===== src/rtl/audio_dac_sequencer_if.sv =====
// Host-side sample write port of the audio DAC sequencer.
// The host pushes {right,left} pairs and watches FIFO occupancy and refill hints.
interface audio_dac_sequencer_if #(
  parameter int FIFO_AW = 4
) ();
  logic             wr_en;
  logic [31:0]      wr_data;
  logic             fifo_full;
  logic [FIFO_AW:0] fifo_level;
  logic             refill_req;

  modport master (
    output wr_en,
    output wr_data,
    input  fifo_full,
    input  fifo_level,
    input  refill_req
  );

  modport slave (
    input  wr_en,
    input  wr_data,
    output fifo_full,
    output fifo_level,
    output refill_req
  );
endinterface


===== src/rtl/audio_dac_sequencer.sv =====
// Stereo sample scheduler: buffers host sample pairs and hands one pair per sample
// tick to the DAC, with priming, underrun hold and pop-free shutdown.
module audio_dac_sequencer #(
  parameter int FIFO_AW     = 4,
  parameter int PRIME_LEVEL = 8
) (
  input  logic                  clk,
  input  logic                  reset,
  input  logic                  enable,
  input  logic                  shutdown_req,
  input  logic [15:0]           rate_div,
  input  logic                  clr_flags,
  audio_dac_sequencer_if.slave  host,
  output logic [15:0]           d_l,
  output logic [15:0]           d_r,
  output logic                  terminate,
  output logic                  underrun,
  output logic                  overflow
);
  localparam int               DEPTH     = 2 ** FIFO_AW;
  localparam logic [FIFO_AW:0] DEPTH_LVL = (FIFO_AW + 1)'(DEPTH);
  localparam logic [FIFO_AW:0] PRIME_LVL = (FIFO_AW + 1)'(PRIME_LEVEL);
  localparam logic [FIFO_AW:0] HALF_LVL  = (FIFO_AW + 1)'(DEPTH / 2);
  localparam logic [FIFO_AW:0] LVL_ZERO  = {(FIFO_AW + 1){1'b0}};
  localparam logic [FIFO_AW:0] LVL_ONE   = {{FIFO_AW{1'b0}}, 1'b1};
  localparam logic [FIFO_AW-1:0] PTR_ZERO = {FIFO_AW{1'b0}};
  localparam logic [FIFO_AW-1:0] PTR_ONE  = {{(FIFO_AW - 1){1'b0}}, 1'b1};
  localparam logic [15:0]      SILENCE   = 16'h8000;

  typedef enum logic [2:0] {
    IDLE     = 3'd0,
    PRIME    = 3'd1,
    RUN      = 3'd2,
    UNDERRUN = 3'd3,
    SHUTDOWN = 3'd4
  } state_t;

  state_t             state_r;
  logic [15:0]        cnt_r;
  logic [FIFO_AW-1:0] wptr_r;
  logic [FIFO_AW-1:0] rptr_r;
  logic [FIFO_AW:0]   level_r;
  logic [31:0]        mem_r [DEPTH];

  logic        tick_s;
  logic        full_s;
  logic        empty_s;
  logic        active_s;
  logic        wr_ok_s;
  logic        ovf_set_s;
  logic        pop_s;
  logic        unf_set_s;
  logic [31:0] rd_data_s;

  // Tick, FIFO status and per-cycle write/pop decisions; a tick only sees pre-write occupancy.
  always_comb begin
    tick_s    = (cnt_r == 16'd0);
    full_s    = (level_r == DEPTH_LVL);
    empty_s   = (level_r == LVL_ZERO);
    active_s  = enable && !shutdown_req &&
                ((state_r == PRIME) || (state_r == RUN) || (state_r == UNDERRUN));
    wr_ok_s   = active_s && host.wr_en && !full_s;
    ovf_set_s = active_s && host.wr_en && full_s;
    pop_s     = active_s && (state_r == RUN) && tick_s && !empty_s;
    unf_set_s = active_s && (state_r == RUN) && tick_s && empty_s;
    rd_data_s = mem_r[rptr_r];
  end

  // Sample storage, deliberately unreset so it maps onto plain RAM.
  always_ff @(posedge clk) begin
    if (wr_ok_s) begin
      mem_r[wptr_r] <= host.wr_data;
    end
  end

  // Sequencer FSM, tick counter, FIFO pointers, flags and registered DAC outputs.
  always_ff @(posedge clk) begin
    if (reset) begin
      state_r   <= IDLE;
      cnt_r     <= 16'd0;
      wptr_r    <= PTR_ZERO;
      rptr_r    <= PTR_ZERO;
      level_r   <= LVL_ZERO;
      d_l       <= SILENCE;
      d_r       <= SILENCE;
      terminate <= 1'b0;
      underrun  <= 1'b0;
      overflow  <= 1'b0;
    end else begin
      cnt_r <= tick_s ? rate_div : (cnt_r - 16'd1);

      if (unf_set_s) begin
        underrun <= 1'b1;
      end else if (clr_flags) begin
        underrun <= 1'b0;
      end
      if (ovf_set_s) begin
        overflow <= 1'b1;
      end else if (clr_flags) begin
        overflow <= 1'b0;
      end

      if (shutdown_req || (state_r == SHUTDOWN)) begin
        state_r   <= SHUTDOWN;
        terminate <= 1'b1;
        wptr_r    <= PTR_ZERO;
        rptr_r    <= PTR_ZERO;
        level_r   <= LVL_ZERO;
        d_l       <= SILENCE;
        d_r       <= SILENCE;
      end else begin
        case (state_r)
          IDLE: begin
            wptr_r  <= PTR_ZERO;
            rptr_r  <= PTR_ZERO;
            level_r <= LVL_ZERO;
            d_l     <= SILENCE;
            d_r     <= SILENCE;
            if (enable) begin
              state_r <= PRIME;
            end
          end
          PRIME, RUN, UNDERRUN: begin
            if (!enable) begin
              state_r <= IDLE;
              wptr_r  <= PTR_ZERO;
              rptr_r  <= PTR_ZERO;
              level_r <= LVL_ZERO;
              d_l     <= SILENCE;
              d_r     <= SILENCE;
            end else begin
              if (wr_ok_s) begin
                wptr_r <= wptr_r + PTR_ONE;
              end
              if (pop_s) begin
                rptr_r <= rptr_r + PTR_ONE;
                d_l    <= rd_data_s[15:0];
                d_r    <= rd_data_s[31:16];
              end
              case ({wr_ok_s, pop_s})
                2'b10:   level_r <= level_r + LVL_ONE;
                2'b01:   level_r <= level_r - LVL_ONE;
                default: level_r <= level_r;
              endcase
              if (state_r == RUN) begin
                if (unf_set_s) begin
                  state_r <= UNDERRUN;
                end
              end else if (level_r >= PRIME_LVL) begin
                state_r <= RUN;
              end
            end
          end
          default: begin
            state_r <= IDLE;
          end
        endcase
      end
    end
  end

  assign host.fifo_full  = full_s;
  assign host.fifo_level = level_r;
  assign host.refill_req = (level_r < HALF_LVL) &&
                           ((state_r == PRIME) || (state_r == RUN) || (state_r == UNDERRUN));
endmodule


===== src/flat_wrapper.sv =====
// flat-port wrapper written by rule: the top's interface ports become plain ports
module audio_dac_sequencer_flat 
#(
  parameter int FIFO_AW     = 4,
  parameter int PRIME_LEVEL = 8
)
  (clk, reset, enable, shutdown_req, rate_div, clr_flags, d_l, d_r, terminate, underrun, overflow, host_wr_en, host_wr_data, host_fifo_full, host_fifo_level, host_refill_req);
  audio_dac_sequencer_if #(.FIFO_AW(FIFO_AW)) host_i ();
  input  logic clk;
  input  logic reset;
  input  logic enable;
  input  logic shutdown_req;
  input  logic [15:0] rate_div;
  input  logic clr_flags;
  output logic [15:0] d_l;
  output logic [15:0] d_r;
  output logic terminate;
  output logic underrun;
  output logic overflow;
  input wire logic [$bits(host_i.wr_en)-1:0] host_wr_en;
  input wire logic [$bits(host_i.wr_data)-1:0] host_wr_data;
  output wire logic [$bits(host_i.fifo_full)-1:0] host_fifo_full;
  output wire logic [$bits(host_i.fifo_level)-1:0] host_fifo_level;
  output wire logic [$bits(host_i.refill_req)-1:0] host_refill_req;
  assign host_i.wr_en = host_wr_en;
  assign host_i.wr_data = host_wr_data;
  assign host_fifo_full = host_i.fifo_full;
  assign host_fifo_level = host_i.fifo_level;
  assign host_refill_req = host_i.refill_req;
  audio_dac_sequencer #(.FIFO_AW(FIFO_AW), .PRIME_LEVEL(PRIME_LEVEL)) u_core (.clk(clk), .reset(reset), .enable(enable), .shutdown_req(shutdown_req), .rate_div(rate_div), .clr_flags(clr_flags), .host(host_i), .d_l(d_l), .d_r(d_r), .terminate(terminate), .underrun(underrun), .overflow(overflow));
endmodule

===== config.mk =====
export PLATFORM = sky130hd
export DESIGN_NAME = audio_dac_sequencer_flat
export DESIGN_NICKNAME = d
export VERILOG_FILES = /design/src/rtl/audio_dac_sequencer_if.sv /design/src/rtl/audio_dac_sequencer.sv /design/src/flat_wrapper.sv
export SDC_FILE = /design/constraint.sdc
export NUM_CORES = 1
export LEC_CHECK = 0
export BUFFER_PORTS_ARGS = -buffer_cell sky130_fd_sc_hd__buf_2
export CORE_ASPECT_RATIO = 1.1
export CORE_UTILIZATION = 51
export DETAILED_ROUTE_END_ITERATION = 6
export PLACE_DENSITY = 0.71
export SYNTH_ARGS = -nofsm -noshare
export SYNTH_HDL_FRONTEND = slang
export SYNTH_SLANG_ARGS = --single-unit

===== constraint.sdc =====
create_clock -name clk -period 3.9 [get_ports clk]
set_input_delay 0.585 -clock clk [delete_from_list [all_inputs] [get_ports clk]]
set_output_delay 0.585 -clock clk [all_outputs]
set_load 0.01 [all_outputs]

==> results of run 1 <==
## cell families (layout without fill, tap and decap cells)
logic type,after synthesis,count (layout),share of synthesized area (%)
AOI/OAI and AO/OA,77,77,2.345
xor gates and xnor gates,20,20,0.8615
adders and majority gates,9,9,0.5002
buffers and inverters,70,238,1.551
DFF,583,583,74.61
muxes,161,161,15.94
and+or+nand+nor,189,189,4.196
## placed cells by master (no fill, tap or decap), types with 4 or more instances in the layout
master and instances:
sky130_fd_sc_hd__a211oi_1 18, sky130_fd_sc_hd__a21oi_1 38, sky130_fd_sc_hd__buf_12 12, sky130_fd_sc_hd__buf_2 95, sky130_fd_sc_hd__buf_4 23, sky130_fd_sc_hd__bufinv_16 6, sky130_fd_sc_hd__clkbuf_1 6, sky130_fd_sc_hd__clkbuf_16 56
sky130_fd_sc_hd__clkbuf_8 4, sky130_fd_sc_hd__clkinv_1 11, sky130_fd_sc_hd__clkinv_2 9, sky130_fd_sc_hd__clkinvlp_4 5, sky130_fd_sc_hd__dfxtp_1 67, sky130_fd_sc_hd__edfxtp_1 512, sky130_fd_sc_hd__ha_1 9, sky130_fd_sc_hd__inv_1 7
sky130_fd_sc_hd__mux4_2 158, sky130_fd_sc_hd__nand2_1 74, sky130_fd_sc_hd__nand2b_1 7, sky130_fd_sc_hd__nand4_1 4, sky130_fd_sc_hd__nor2_1 38, sky130_fd_sc_hd__nor2_4 12, sky130_fd_sc_hd__nor2b_1 4, sky130_fd_sc_hd__nor3_1 9
sky130_fd_sc_hd__nor3_4 5, sky130_fd_sc_hd__nor4b_1 5, sky130_fd_sc_hd__or3_1 6, sky130_fd_sc_hd__xnor2_1 8, sky130_fd_sc_hd__xor2_1 11
## path summary, 6_finish.rpt
check / to / slack [ns]
setup / recovery: u_core.host.fifo_level[4] / 0.89
hold / removal: u_core.cnt_r[8] / 0.27
setup reg to reg: u_core.host.fifo_level[4] / 0.89
hold reg to reg: u_core.terminate / 0.44
## critical path, delay by kind of cell, from the launching register on
kind                       cells  cell delay, ns
adders and majority gates      1            0.25
xor gates and xnor gates       1            0.17
DFF                            1            0.59
AOI/OAI and AO/OA              3            0.59
and+or+nand+nor                6            1.28
## power by group
part	switching (mW)	leakage (nW)	internal, mW	total [mW]
sequential	0.0834	5.18	6.85	6.93
combinational	0.319	1.92	0.217	0.536
clock	2.28	0.886	3.10	5.38
## state kept, by name, summed over array words and instances (netlist names), named ones only
register	cells
u_core.cnt_r	16
u_core.d_l	16
u_core.d_r	16
u_core.host.fifo_level	5
u_core.mem_r	512
u_core.overflow	1
u_core.rptr_r	4
u_core.state_r	3
u_core.terminate	1
u_core.underrun	1
u_core.wptr_r	4
## routing by layer
metal | part of all wire [%] | track usage (%) | wire [µm] | vias to the layer above
met5 | 0.028 | 0 | 13 | -
met4 | 1.9 | 5.724 | 879 | 2
met2 | 50 | 33.90 | 23000 | 341
met3 | 6.0 | 4.033 | 2751 | 58
li1 | - | - | - | 4781
met1 | 42 | 29.04 | 19270 | 5736
## final cells by class
cell class / instances / area share (%)
Clock buffer: 66 / 5.738
Clock inverter: 35 / 1.355
Inverter: 7 / 0.1020
Multi-Input combinational cell: 456 / 21.36
Sequential cell: 583 / 65.21
Tap cell: 574 / 2.787
Timing Repair Buffer: 130 / 3.447
## stage by stage
step                instances  total power, mW
global route             1851            13.25
floorplan                1109            7.418
global placement         1750            7.576
CTS                      1851            12.95
finish                   1851            12.85
detailed placement       1750            7.601
==> reports/metrics.yaml, run 1 <==
min_path:
  hold_path_startpoint: "rate_div[8]"
  hold_path.class: "in2reg"
  timing.hold.worst_path_depth: 3
placed_design:
  dpl-instance-area_um2: 23940
  dpl_worst_slack_ns: 0.7760
  gp_congestion: 0.7922
  dp_hpwl_mm: 25.80
  io_buffers: 95
routing:
  via_per_inst: 5.898
  wirelength_mm: 45.92
  dr.first_iter.drc_count: 1249
  detailroute.via_count: 10920
  drt-pass1-iter-count: 5
  postRouteAntennaNets: 0
  drcViolationCount: 0
  wl_per_cell_um: 24.81
synth:
  yosysMostFrequentCell: "sky130_fd_sc_hd__edfxtp_1"
  fraction_of_synthesized_cell_area_taken_by_the_top_area_cell_type_pct: 68.29
  synth-seq-cells: 583
  post_synth_cell_types: 55
  synth_area_leader_cell: "sky130_fd_sc_hd__edfxtp_1"
  synth_sequential_area_ratio_pct: 74.61
  synthesis.yosys.warnings: 0
  synth-edff-count: 512
  netlist_instances: 1109
  postSynth.asyncResetShare_pct: 0
  synth_area_per_cell_um2: 20.30
  area_of_the_mapped_netlist_um2: 22510
  synth.top_cells.by_area: "sky130_fd_sc_hd__edfxtp_1 (68%), sky130_fd_sc_hd__mux4_2 (16%), sky130_fd_sc_hd__dfxtp_1 (6.3%), sky130_fd_sc_hd__nand2_1 (1.2%), sky130_fd_sc_hd__a21oi_1 (0.84%)"
  synth_top_flop_cell: "sky130_fd_sc_hd__edfxtp_1"
  synth.cells.most_frequent: "sky130_fd_sc_hd__edfxtp_1 (512), sky130_fd_sc_hd__mux4_2 (158), sky130_fd_sc_hd__nand2_1 (74)"
  synth_fp_nets: 1172
pwr:
  power_density_nw_per_um2: 498.6
  vdd_ir_drop_max_v: 0.0004007
  power.leakage_nw: 7.985
setup_path:
  crit_path_start: "u_core.host.fifo_level[1]"
  critical_path_class: "reg2reg"
  critical-path-max-stage-delay_ns: 0.59
  reg2regPathDepth: 11
  cells_along_the_critical_path: "nor3_4 -> and3b_2 -> and2b_1 -> nor2_2 -> xor2_1 -> ha_1 -> or3_1 -> a21oi_1 -> nor2_1 -> o31ai_1 -> a221oi_2"
  critPathMaxFanout: 11
  critical_path.reg2reg.startpoint: "u_core.host.fifo_level[1]"
  critPathRequiredTime_ns: 4.37
  worst_path_max_delay_cell: "sky130_fd_sc_hd__dfxtp_1"
  timing.critical_path.from_type: "flop"
  end_kind: "flop"
  timing.critical_path.arrival_ns: 3.47
grt:
  antenna_violations_before_repair: 1
  pin_count_of_the_biggest_net_entering_global_routing: 53
  grt_util_all_layers_pct: 20.85
  globalRoute.totalOverflow: 0
  first_global_vias: 11290
  grt_pass1_wl_mm: 69.45
timing:
  fin_worst_skew_ns: 0.01641
  final_min_period_over_clock_period_pct: 77.12
  final-hold-violation-count: 0
  rsz0062_at_grt: "no"
  slew_headroom_pct: 40.60
  achievable-frequency_ghz: 0.3325
  postLayoutSetupSlackWorst_ns: 0.8922
  slew_viol_final: 0
  min_period_ns: 3.008
  setup_viol: 0
  setup-tns-final_ns: 0
  worstMarginPinSlew_ns: 0.8910
  hold_ws_ns: 0.2675
cts:
  root_cell_of_the_clock_tree: "sky130_fd_sc_hd__clkbuf_16"
  clock_sinks: 583
  clk_slew_on_worst_s_h_paths_ns: 0.07
  cts_hold_buf: 0
  post_cts_setup_buffer_count: 0
  cts.repair.resized: 0
  largest_buffer_count_on_any_clock_path: 3
  tritoncts: "built"
  clock_insertion_delay_worst_skew_ns: 0.60
  cts_made_buffers: 55
  h-tree-depth: 2
floorplanning:
  design.core.area_um2: 43440
  io_pins: 96
  initial_utilization_pct: 51.82
  die_height_um: 222.4
  chipWidth_um: 202.3
  num_rows: 80
  die-area_um2: 44990
final_layout:
  post_route_cells_drive_above_1_share_pct: 32.03
  layout_net_count: 1296
  syn2layout_area_growth_pct: 14.48
  finalCoreUtilization_pct: 59.33
  regArea_um2: 16810
  filler_cell_count: 3147
  insertedDiodeCount: 0
  multi_input_area_um2: 5505
  postLayoutCellArea_um2: 25770
run:
  cap_viol_max_count: 0
status:
  outcome: "completed"
Power figures use the tool's default switching activity.
==> run 2, diff against run 1 <==
--- a/config.mk
+++ b/config.mk
@@ -9,7 +9,7 @@
 export CORE_ASPECT_RATIO = 1.1
 export CORE_UTILIZATION = 51
 export DETAILED_ROUTE_END_ITERATION = 6
-export PLACE_DENSITY = 0.71
+export PLACE_DENSITY = 0.68
 export SYNTH_ARGS = -nofsm -noshare
 export SYNTH_HDL_FRONTEND = slang
 export SYNTH_SLANG_ARGS = --single-unit
==> constraint.sdc (replaced) <==
create_clock -name clk -period 2.9 [get_ports clk]
set_input_delay 0.435 -clock clk [delete_from_list [all_inputs] [get_ports clk]]
set_output_delay 0.435 -clock clk [all_outputs]
set_load 0.01 [all_outputs]
==> reports/metrics.yaml, run 2 (same netlist as run 1, synthesis figures left out) <==
cts:
  clk_slew_on_worst_s_h_paths_ns: 0.06
  clock_insertion_delay_worst_skew_ns: 0.60
  cts_made_buffers: 55
  largest_buffer_count_on_any_clock_path: 3
  h-tree-depth: 2
  root_cell_of_the_clock_tree: "sky130_fd_sc_hd__clkbuf_16"
  clock_sinks: 583
  tritoncts: "built"
placed_design:
  dpl_worst_slack_ns: 0.1369
  io_buffers: 95
  gp_congestion: 0.8018
  dpl-instance-area_um2: 24190
  dp_hpwl_mm: 27.43
timing:
  postLayoutSetupSlackWorst_ns: 0.2096
  achievable-frequency_ghz: 0.3717
  slew_headroom_pct: 53.40
  final-hold-violation-count: 0
  slew_viol_final: 0
  fin_worst_skew_ns: 0.02062
  hold_ws_ns: 0.1301
  final_min_period_over_clock_period_pct: 92.77
  setup_viol: 0
  min_period_ns: 2.690
  worstMarginPinSlew_ns: 0.6989
setup_path:
  critical_path_class: "reg2reg"
  critical-path-max-stage-delay_ns: 0.34
  worst_path_max_delay_cell: "sky130_fd_sc_hd__and4_2"
  critical_path.reg2reg.startpoint: "u_core.cnt_r[0]"
  reg2regPathDepth: 13
  cells_along_the_critical_path: "inv_1 -> ha_1 -> nor4b_2 -> and4_2 -> nand2_4 -> nor2_2 -> buf_4 -> ha_1 -> nand2b_1 -> or3_1 -> nor3_1 -> nor4_1 -> a31oi_1"
  end_kind: "flop"
  critical_path_buf_inv_count: 2
  cp.depth: 13
  critPathMaxFanout: 9
  timing.critical_path.arrival_ns: 3.15
  worst_path_most_repeated_cell: "sky130_fd_sc_hd__ha_1"
  timing.critical_path.from_type: "flop"
  critical-path-top-delay-family: "simple AND/OR/NAND/NOR gates"
  reg2reg_slack_ns: 0.21
  critPathRequiredTime_ns: 3.36
  rr_endpoint: "u_core.host.fifo_level[3]"
floorplanning:
  num_rows: 80
  die_height_um: 222.4
  initial_utilization_pct: 51.82
  io_pins: 96
  chipWidth_um: 202.3
  die-area_um2: 44990
  design.core.area_um2: 43440
pwr:
  switching_part_of_the_total_pct: 20.58
  combinational_power_share_pct: 4.5
  power_frac_clock_pct: 40.7
  vdd_ir_drop_max_v: 0.0004878
  cellInternalPower_mw: 13.53
  power.leakage_nw: 8.085
  seq_power_share_pct: 54.8
  power_density_nw_per_um2: 656.7
  netSwitchingPower_mw: 3.507
grt:
  use_met3_pct: 4.165
  met2_usage_pct: 34.77
  globalRoute.totalOverflow: 0
  first_global_vias: 11270
  top_usage_layer: "met2"
  grt_util_all_layers_pct: 21.74
  antenna_violations_before_repair: 4
  grt_pass1_wl_mm: 71.55
  grtUsageMet1_pct: 30.88
  pin_count_of_the_biggest_net_entering_global_routing: 49
final_layout:
  regMostFlops: "u_core.mem_r"
  syn2layout_area_growth_pct: 15.25
  largest_register_ffs: 512
  filler_cell_count: 3113
  final_cell_mix: "sky130_fd_sc_hd__edfxtp_1 (512), sky130_fd_sc_hd__mux4_2 (158), sky130_fd_sc_hd__buf_2 (95)"
  leading_cell_type_in_the_layout_fill_and_taps_excluded: "sky130_fd_sc_hd__edfxtp_1"
  postLayoutCellArea_um2: 25950
  layout_net_count: 1320
  post_route_cells_drive_above_1_share_pct: 32.90
run:
  cap_viol_max_count: 0
min_path:
  hold_path.class: "in2reg"
  worst_hold_path.endpoint: "u_core.cnt_r[12]"
  timing.hold.worst_path_depth: 3
  hold_path_startpoint: "rate_div[12]"
routing:
  postRouteAntennaNets: 0
  drt-pass1-iter-count: 5
  dr.first_iter.drc_count: 1109
  wirelength_mm: 47.43
  via_per_inst: 5.933
  drcViolationCount: 0
  wl_per_cell_um: 25.27
  detailroute.via_count: 11140
status:
  outcome: "completed"
==> run 2: changes by cell type in the layout (fill, tap and decap cells not counted), moves of 3 or more <==
cell,previous run,this run
sky130_fd_sc_hd__buf_12,12,17
sky130_fd_sc_hd__buf_4,23,42
sky130_fd_sc_hd__clkbuf_1,6,16
sky130_fd_sc_hd__clkinv_2,9,6
sky130_fd_sc_hd__clkinvlp_4,5,2
==> run 2: stage by stage <==
step | setup TNS (ns) | total power [mW] | utilization, % | instances
floorplan | -136.50 | 9.976 | - | 1109
global placement | 0 | 10.22 | 55.68 | 1774
detailed placement | 0 | 10.24 | 55.68 | 1774
CTS | 0 | 17.16 | 59.67 | 1875
global route | -0.02949 | 17.57 | 59.72 | 1876
finish | 0 | 17.04 | 59.73 | 1877
==> run 2: what timing repair did <==
action	CTS	global route
setup endpoints to repair	0	2
hold buffers	0	0
buffers inserted	0	0
resized for setup	0	4
==> run 2: how the worst max path moves through the flow <==
stage,start,endpoint,slack [ns]
final,u_core.cnt_r[0],u_core.host.fifo_level[3],0.21
after global routing,u_core.cnt_r[0],u_core.host.fifo_level[3],-0.02
after CTS,u_core.cnt_r[0],u_core.host.fifo_level[4],0.12
after detailed placement,u_core.cnt_r[0],u_core.host.fifo_level[4],0.14
after global placement,u_core.cnt_r[0],u_core.host.fifo_level[4],0.17
after floorplan,u_core.host.fifo_level[2],u_core.mem_r[7][0],-0.39
==> run 2: tightest hold or removal path, stage by stage <==
cell	delay (ns)
sky130_fd_sc_hd__buf_2	0.10
sky130_fd_sc_hd__nor2_1	0.09
sky130_fd_sc_hd__a211oi_1	0.05
==> run 2: cell type report <==
| class | count | area (µm²) | share of cell area, % |
|---|---|---|---|
| Inverter | 7 | 26.28 | 0.1013 |
| Tap cell | 574 | 718.2 | 2.768 |
| Timing Repair Buffer | 154 | 1131 | 4.359 |
| Clock buffer | 77 | 1519 | 5.854 |
| Sequential cell | 583 | 16810 | 64.77 |
| Antenna cell | 2 | 5.005 | 0.01929 |
| Clock inverter | 24 | 216.5 | 0.8343 |
| Multi-Input combinational cell | 456 | 5524 | 21.29 |
==> run 2: per-layer routing <==
metal	wire, µm	vias to the layer above
met2	23310	370
met3	2825	76
met5	21	-
met1	20350	5865
met4	923	4
li1	-	4821
==> run 2: power by group through the flow <==
stage               Sequential, mW  Combinational, mW  Clock (mW)
floorplan                     9.48              0.491           0
finish                        9.33              0.766        6.94
detailed placement            9.50              0.745           0
global placement              9.49              0.730           0
global route                  9.34              0.859        7.37
CTS                           9.32              0.748        7.09
==> run 3, diff against run 2 <==
--- a/config.mk
+++ b/config.mk
@@ -9,6 +9,7 @@
 export CORE_ASPECT_RATIO = 1.1
 export CORE_UTILIZATION = 51
 export DETAILED_ROUTE_END_ITERATION = 6
+export HOLD_SLACK_MARGIN = 0.08
 export PLACE_DENSITY = 0.68
 export SYNTH_ARGS = -nofsm -noshare
 export SYNTH_HDL_FRONTEND = slang
==> constraint.sdc (replaced) <==
create_clock -name clk -period 2.6 [get_ports clk]
set_input_delay 0.39 -clock clk [delete_from_list [all_inputs] [get_ports clk]]
set_output_delay 0.39 -clock clk [all_outputs]
set_load 0.01 [all_outputs]
==> reports/metrics.yaml, run 3 (same netlist as run 1, synthesis figures left out) <==
pwr:
  vdd_ir_drop_max_v: 0.0006535
  power.leakage_nw: 8.351
  power_density_nw_per_um2: 727.9
  totalPowerFinal_mw: 19.31
final_layout:
  regMostFlops: "u_core.mem_r"
  post_route_cells_drive_above_1_share_pct: 35.13
  final_cell_mix: "sky130_fd_sc_hd__edfxtp_1 (512), sky130_fd_sc_hd__mux4_2 (158), sky130_fd_sc_hd__buf_2 (95)"
  largest_register_ffs: 512
  filler_cell_count: 3065
  regArea_um2: 16810
  syn2layout_area_growth_pct: 17.87
  layout_net_count: 1353
  multi_input_area_um2: 5592
  number_of_non_filler_instances_in_the_completed_layout: 1913
  leading_cell_type_in_the_layout_fill_and_taps_excluded: "sky130_fd_sc_hd__edfxtp_1"
  postLayoutCellArea_um2: 26540
setup_path:
  cells_along_the_critical_path: "nor4_2 -> and4_4 -> nand2_4 -> nor2_4 -> xor2_1 -> ha_2 -> buf_6 -> a31oi_1 -> or3_4 -> a221oi_2"
  timing.critical_path.arrival_ns: 2.99
  end_kind: "flop"
  timing.critical_path.from_type: "flop"
  critPathMaxFanout: 5
  critical_path_class: "reg2reg"
  critical-path-max-stage-delay_ns: 0.37
  worst_path_max_delay_cell: "sky130_fd_sc_hd__nor4_2"
  crit_path_start: "u_core.cnt_r[11]"
  critical_path.reg2reg.startpoint: "u_core.cnt_r[11]"
  reg2reg_slack_ns: 0.13
  critPathRequiredTime_ns: 3.11
timing:
  fin_worst_skew_ns: 0.01704
  final_min_period_over_clock_period_pct: 95.19
  final-hold-violation-count: 0
  setup-tns-final_ns: 0
  postLayoutSetupSlackWorst_ns: 0.1251
  slew_viol_final: 0
  setup_viol: 0
  achievable-frequency_ghz: 0.4041
  min_period_ns: 2.475
  worstMarginPinSlew_ns: 0.5797
  slew_headroom_pct: 61.30
routing:
  wirelength_mm: 47.83
  detailroute.via_count: 11200
  via_per_inst: 5.856
  dr.first_iter.drc_count: 908
  drt-pass1-iter-count: 5
  wl_per_cell_um: 25.00
  postRouteAntennaNets: 0
  drcViolationCount: 0
cts:
  largest_buffer_count_on_any_clock_path: 3
  cts_made_buffers: 56
  clock_insertion_delay_worst_skew_ns: 0.60
  clock_sinks: 583
  root_cell_of_the_clock_tree: "sky130_fd_sc_hd__clkbuf_16"
  post_cts_setup_buffer_count: 0
  h-tree-depth: 2
  tritoncts: "built"
  clk_slew_on_worst_s_h_paths_ns: 0.07
placed_design:
  gp_congestion: 0.7932
  io_buffers: 95
  dpl_worst_slack_ns: -0.004910
  dp_hpwl_mm: 27.83
  dpl-instance-area_um2: 24530
  dp_cells: 1792
min_path:
  hold_path_startpoint: "rate_div[1]"
  hold_path.class: "in2reg"
floorplanning:
  die_height_um: 222.4
  num_rows: 80
  design.core.area_um2: 43440
  die-area_um2: 44990
  chipWidth_um: 202.3
  io_pins: 96
  initial_utilization_pct: 51.82
grt:
  grt_pass1_wl_mm: 72.12
  pin_count_of_the_biggest_net_entering_global_routing: 50
  first_global_vias: 11580
  globalRoute.totalOverflow: 0
  antenna_violations_before_repair: 4
  grt_util_all_layers_pct: 21.95
run:
  cap_viol_max_count: 0
status:
  outcome: "completed"
[run 3: per-layer routing]
layer	vias to the layer above	wire [µm]	global-route usage, %
li1	4900	-	-
met1	5855	20420	30.60
met2	374	23540	35.80
met3	70	2923	4.121
met4	4	913	5.845
met5	-	31	0
[run 3: critical path: cells and delay by family (launching register included)]
kind | cells | cell delay (ns)
AND/OR/NAND/NOR | 5 | 1.22
buffers and inverters | 1 | 0.10
XOR/XNOR | 1 | 0.16
adder cells (fa/ha/maj) | 1 | 0.20
AO/OA/AOI/OAI | 2 | 0.34
flip-flops | 1 | 0.36
[run 3: power breakdown]
part / switching [mW] / total [mW] / leakage [nW] / internal, mW
clock: 3.36 / 7.89 / 0.886 / 4.54
sequential: 0.132 / 10.4 / 5.18 / 10.3
combinational: 0.544 / 1.01 / 2.29 / 0.465
[run 3: final timing paths]
kind | to | cells past startpoint
hold reg to reg | u_core.terminate | 2
hold / removal | u_core.cnt_r[1] | 3
setup / recovery | u_core.host.fifo_level[4] | 10
setup reg to reg | u_core.host.fifo_level[4] | 10
[run 3: layout make-up]
class,instances,share of cell area [%]
Clock buffer,80,5.964
Clock inverter,26,0.8251
Inverter,7,0.09901
Timing Repair Buffer,186,5.974
Sequential cell,583,63.35
Antenna cell,1,0.009430
Tap cell,574,2.706
Multi-Input combinational cell,456,21.07
[run 3: through the flow]
stage                     hold WS, ns  util [%]
after global routing           0.1067     61.09
after floorplan                0.4611         -
after detailed placement       0.4411     56.47
final                          0.1094     61.09
after CTS                     0.08590     60.94
after global placement         0.4380     56.47
[run 3: what timing repair did]
action / CTS / global route
hold buffers: 14 / 0
endpoints found under the setup margin: 1 / 3
resized for setup: 1 / 13
hold endpoints to repair: 14 / 0
pin swaps: 0 / 5
